File: src/rtl/serv_alu_seq_pkg.sv
// Shared definitions for the bit-serial operand sequencer.
package serv_alu_seq_pkg;

  // Sequencer phases: wait for a command, optional INIT pass, EXEC pass, hold result.
  typedef enum logic [1:0] {
    ST_IDLE = 2'd0,
    ST_INIT = 2'd1,
    ST_EXEC = 2'd2,
    ST_DONE = 2'd3
  } state_e;

  // Number of leading INIT cycles that feed the ALU shift-amount register.
  localparam int unsigned SHAMT_LEN = 5;

endpackage

File: src/rtl/serv_alu_seq_ser_rot.sv
// W-bit loadable right-rotator; bit 0 is the serial output. After W shifts the
// stored word is back in its original position, so it can be replayed.
module serv_alu_seq_ser_rot #(
  parameter int W = 32
) (
  input  logic         clk_i,
  input  logic         rst_i,
  input  logic         load_i,
  input  logic         shift_i,
  input  logic [W-1:0] data_i,
  output logic         bit_o
);

  logic [W-1:0] data_q;
  logic [W-1:0] data_d;

  // Next rotator contents: a parallel load has priority over rotation.
  always_comb begin
    data_d = data_q;
    if (load_i) begin
      data_d = data_i;
    end else if (shift_i) begin
      data_d = {data_q[0], data_q[W-1:1]};
    end else begin
      data_d = data_q;
    end
  end

  // Rotator storage with asynchronous clear.
  always_ff @(posedge clk_i or posedge rst_i) begin
    if (rst_i) begin
      data_q <= '0;
    end else begin
      data_q <= data_d;
    end
  end

  assign bit_o = data_q[0];

endmodule

File: src/rtl/serv_alu_seq.sv
// Bit-serial operand sequencer: accepts two parallel operands, streams them
// LSB-first to the serial ALU over one or two passes, and collects the serial
// result back into a parallel word offered on a valid/ready port.
module serv_alu_seq
  import serv_alu_seq_pkg::*;
#(
  parameter int W = 32
) (
  input  logic         clk,
  input  logic         i_rst,
  input  logic         i_cmd_valid,
  output logic         o_cmd_ready,
  input  logic [W-1:0] i_rs1,
  input  logic [W-1:0] i_op_b,
  input  logic         i_two_pass,
  input  logic         i_shamt_op,
  output logic         o_init,
  output logic         o_en,
  output logic         o_shamt_en,
  output logic         o_rs1,
  output logic         o_op_b,
  input  logic         i_rd,
  input  logic         i_cmp,
  output logic         o_res_valid,
  input  logic         i_res_ready,
  output logic [W-1:0] o_res,
  output logic         o_cmp
);

  localparam int CNT_W = $clog2(W);

  state_e             state_q;
  logic [CNT_W-1:0]   cnt_q;
  logic               two_pass_q;
  logic               shamt_op_q;
  logic [W-1:0]       res_q;
  logic               cmp_q;
  logic               cmd_ready_q;
  logic               init_q;
  logic               en_q;
  logic               shamt_en_q;
  logic               res_valid_q;

  logic               load_s;
  logic               shift_s;
  logic               cnt_last_s;

  assign load_s     = (state_q == ST_IDLE) && i_cmd_valid;
  assign shift_s    = (state_q == ST_INIT) || (state_q == ST_EXEC);
  assign cnt_last_s = (cnt_q == CNT_W'(W - 1));

  serv_alu_seq_ser_rot #(.W(W)) u_rot_rs1 (
    .clk_i   (clk),
    .rst_i   (i_rst),
    .load_i  (load_s),
    .shift_i (shift_s),
    .data_i  (i_rs1),
    .bit_o   (o_rs1)
  );

  serv_alu_seq_ser_rot #(.W(W)) u_rot_op_b (
    .clk_i   (clk),
    .rst_i   (i_rst),
    .load_i  (load_s),
    .shift_i (shift_s),
    .data_i  (i_op_b),
    .bit_o   (o_op_b)
  );

  // Sequencer FSM with bit counter, result deserializer and registered strobes.
  always_ff @(posedge clk or posedge i_rst) begin
    if (i_rst) begin
      state_q     <= ST_IDLE;
      cnt_q       <= '0;
      two_pass_q  <= 1'b0;
      shamt_op_q  <= 1'b0;
      res_q       <= '0;
      cmp_q       <= 1'b0;
      cmd_ready_q <= 1'b1;
      init_q      <= 1'b0;
      en_q        <= 1'b0;
      shamt_en_q  <= 1'b0;
      res_valid_q <= 1'b0;
    end else begin
      case (state_q)
        ST_IDLE: begin
          if (i_cmd_valid) begin
            two_pass_q  <= i_two_pass;
            shamt_op_q  <= i_shamt_op;
            cnt_q       <= '0;
            cmd_ready_q <= 1'b0;
            if (i_two_pass) begin
              state_q    <= ST_INIT;
              init_q     <= 1'b1;
              shamt_en_q <= i_shamt_op;
            end else begin
              state_q <= ST_EXEC;
              en_q    <= 1'b1;
            end
          end
        end
        ST_INIT: begin
          if (cnt_last_s) begin
            cmp_q      <= i_cmp;
            cnt_q      <= '0;
            state_q    <= ST_EXEC;
            init_q     <= 1'b0;
            en_q       <= 1'b1;
            shamt_en_q <= 1'b0;
          end else begin
            cnt_q      <= cnt_q + CNT_W'(1);
            // Strobe covers the first SHAMT_LEN cycles, i.e. cnt 0..SHAMT_LEN-1.
            shamt_en_q <= shamt_op_q && (cnt_q < CNT_W'(SHAMT_LEN - 1));
          end
        end
        ST_EXEC: begin
          res_q <= {i_rd, res_q[W-1:1]};
          if (cnt_last_s) begin
            if (!two_pass_q) begin
              cmp_q <= i_cmp;
            end
            cnt_q       <= '0;
            state_q     <= ST_DONE;
            en_q        <= 1'b0;
            res_valid_q <= 1'b1;
          end else begin
            cnt_q <= cnt_q + CNT_W'(1);
          end
        end
        ST_DONE: begin
          // A command offered in this cycle waits: the port reopens next cycle.
          if (i_res_ready) begin
            state_q     <= ST_IDLE;
            res_valid_q <= 1'b0;
            cmd_ready_q <= 1'b1;
          end
        end
        default: begin
          state_q     <= ST_IDLE;
          cnt_q       <= '0;
          cmd_ready_q <= 1'b1;
          init_q      <= 1'b0;
          en_q        <= 1'b0;
          shamt_en_q  <= 1'b0;
          res_valid_q <= 1'b0;
        end
      endcase
    end
  end

  assign o_cmd_ready = cmd_ready_q;
  assign o_init      = init_q;
  assign o_en        = en_q;
  assign o_shamt_en  = shamt_en_q;
  assign o_res_valid = res_valid_q;
  assign o_res       = res_q;
  assign o_cmp       = cmp_q;

endmodule

File: config.mk
export PLATFORM = sky130hd
export DESIGN_NAME = serv_alu_seq
export DESIGN_NICKNAME = d
export VERILOG_FILES = /design/src/rtl/serv_alu_seq_pkg.sv /design/src/rtl/serv_alu_seq_ser_rot.sv /design/src/rtl/serv_alu_seq.sv
export SDC_FILE = /design/constraint.sdc
export NUM_CORES = 1
export LEC_CHECK = 0
export ABC_AREA = 1
export BUFFER_PORTS_ARGS = -buffer_cell sky130_fd_sc_hd__buf_2
export CAP_MARGIN = 15
export CORE_UTILIZATION = 30
export CTS_CLUSTER_SIZE = 25
export DETAILED_ROUTE_END_ITERATION = 12
export HOLD_SLACK_MARGIN = 0.15
export PLACE_DENSITY = 0.48
export SLEW_MARGIN = 15
export SYNTH_ARGS = -nofsm -noshare
export SYNTH_HDL_FRONTEND = slang
export SYNTH_SLANG_ARGS = --single-unit
File: constraint.sdc
create_clock -name clk -period 8.3 [get_ports clk]
set_input_delay 2.075 -clock clk [delete_from_list [all_inputs] [get_ports clk]]
set_output_delay 2.075 -clock clk [all_outputs]
set_load 0.02 [all_outputs]
==> impl_metrics.json <==
{
  "peakVddDrop_mv": 0.187,
  "slew_headroom_pct": 23.1,
  "min_period_over_period_pct": 42.4,
  "cp_max_fo": 65,
  "worstSetupEndpointType": "flip-flop",
  "hold_viol": 0,
  "layout_min_cycle_time_ns": 3.52,
  "worstPathRequired_ns": 8.59,
  "grt_overflow": 0,
  "post_drt_wl_per_cell_um": 13.4,
  "clkTransAtPathRegs_ns": 0.07,
  "groute.usage.overall_pct": 14.6,
  "dieArea_mm2": 0.0173,
  "antenna_found_initial": 0,
  "antenna_cells": 0,
  "fmax_mhz": 284,
  "drtPass1Iterations": 5,
  "row_count": 47,
  "grt.met2_usage_pct": 21.3,
  "io_pins": 112,
  "yosysUniqueCellTypes": 21,
  "drc": 0,
  "grt_use_met3_pct": 3.40,
  "nNetsFinal": 762,
  "setup_viol": 0,
  "holdBufCountCts": 0,
  "core_area_mm2": 0.0165,
  "fin_skew_ns": 0.00917,
  "area_delta_synth_final_pct": 19.2,
  "arrival_ns": 3.81,
  "start_util_pct": 30.5,
  "post_cts_buffers": 0,
  "cts_max_level": 3,
  "synth.cell_area_mm2": 0.00505,
  "die_h_um": 132,
  "gp_congestion": 0.778,
  "syn-num-nets": 678,
  "leakage_nw": 3.03,
  "io_buffers": 111,
  "vias_per_cell": 4.78,
  "top_usage_layer": "met2",
  "holdWs_ns": 0.466,
  "rsz0062_at_grt": "no",
  "drv_slew": 0,
  "drive_above_1_share_pct": 20.1,
  "insertion_delay_ns": 0.36,
  "cts_resized": 0,
  "ant_nets": 0,
  "cts_buffer_depth": 2,
  "p_per_area_mw_per_mm2": 381,
  "drtIter0Drc": 268,
  "grt_max_degree": 73,
  "cts_tree": "built",
  "gr-usage-met1_pct": 21.1,
  "crit_type": "in -> reg",
  "clockRootBuffer": "clkbuf_16",
  "syn_avg_cell_area_um2": 8.44,
  "ys_ff_latch": 111,
  "worst_pin_slew_ns": 1.15,
  "die_w_um": 132,
  "worstHoldPathType": "reg -> reg",
  "drt-total-wl_um": 12200,
  "grt_pass1_vias": 3959,
  "clock-sinks": 111,
  "startpoint_type": "input pin",
  "max_cap_violations": 0,
  "syn_inst": 598,
  "ys_warn_count": 0,
  "vias": 4333,
  "fin_tns_setup_ns": 0,
  "numCtsBuffers": 9,
  "seq_area_frac_synth_pct": 55.1,
  "grt_pass1_wl_um": 20200,
  "outcome": "completed",
  "dp_hpwl_um": 7670
}
[sequential cells by signal, summed over array words and instances (netlist names), 2 cells and up]
register / flops
o_res: 32
u_rot_op_b.data_q: 32
u_rot_rs1.data_q: 32
cnt_q: 5
state_q: 2
[power breakdown]
part	leakage, nW	switching, mW	internal (mW)
logic	1.46	0.661	0.305
registers	1.42	0.121	0.759
clock network	0.145	0.204	0.244
total	3.03	0.986	1.31
[worst max-delay path, cell delays in order]
cell and delay, ns:
buf_2 0.13, nand2_4 0.33, inv_2 0.92, nand2_1 0.14, nand3_1 0.13
[layout by cell type (no fill, tap or decap), types with 4 or more instances in the layout]
master     count
ha_1           7
a21oi_1        5
o21ai_0       39
nand2_1      140
buf_2        111
nand3_1      198
clkbuf_16      9
dfrtp_1      110
inv_1         33
buf_4          4
nor2_1        13
[stage by stage]
stage	instances	power [mW]	worst slack, ns	instance area (um2)	util (%)
after floorplan	598	1.64	3.30	5050	-
after global placement	891	1.84	4.42	5710	34.5
after detailed placement	891	1.87	4.40	5710	34.5
after CTS	907	2.33	4.79	6020	36.4
after global routing	907	2.50	4.56	6020	36.4
final	907	2.29	4.78	6020	36.4
[cells by family (layout without fill, tap and decap cells)]
family	after synthesis	in the layout	synth area share, %
AOI/OAI and AO/OA	47	47	4.76
adders and majority gates	8	8	1.98
buffers and inverters	78	167	6.79
DFF	111	111	55.1
and+or+nand+nor	354	354	31.4
[metal layers]
layer / wire length, um / vias to the layer above
li1: - / 2151
met1: 5970 / 2035
met2: 5450 / 137
met3: 624 / 10
met4: 108 / 0
met5: 0 / -
[synthesized netlist by cell type, drive strengths merged]
cell type / n / area (um2)
nor2: 13 / 48.8
clkbuf: 13 / 48.8
o31ai: 1 / 7.51
dfstp: 1 / 26.3
dfrtp: 110 / 2750
o21ai: 40 / 200
buf: 29 / 159
ha: 8 / 100
inv: 36 / 135
a21oi: 5 / 25.0
nand3: 198 / 991
o21bai: 1 / 7.51
or2: 1 / 6.26
nand2: 141 / 532
nand4: 1 / 6.26
[path summary, 6_finish.rpt]
| check | end | cells past startpoint | from | slack (ns) |
|---|---|---|---|---|
| min in group asynchronous | o_res[18] | 2 | i_rst | 1.75 |
| min | o_cmp | 2 | o_cmp | 0.47 |
| min reg2reg | o_cmp | 2 | o_cmp | 0.47 |
| max reg2reg | u_rot_op_b.data_q[9] | 6 | state_q[0] | 5.84 |
| max | u_rot_op_b.data_q[9] | 5 | i_cmd_valid | 4.78 |
| max in group asynchronous | u_rot_op_b.data_q[5] | 3 | i_rst | 5.24 |
[cell type report]
| type | instances | area [um2] |
|---|---|---|
| clock buffer | 10 | 239 |
| clock inverter | 6 | 67.6 |
| fill | 1722 | 10500 |
| inverter | 36 | 138 |
| multi-input combinational | 409 | 1930 |
| sequential | 111 | 2780 |
| tap | 220 | 275 |
| timing repair buffer | 115 | 586 |
(Power assumes the default switching activity.)
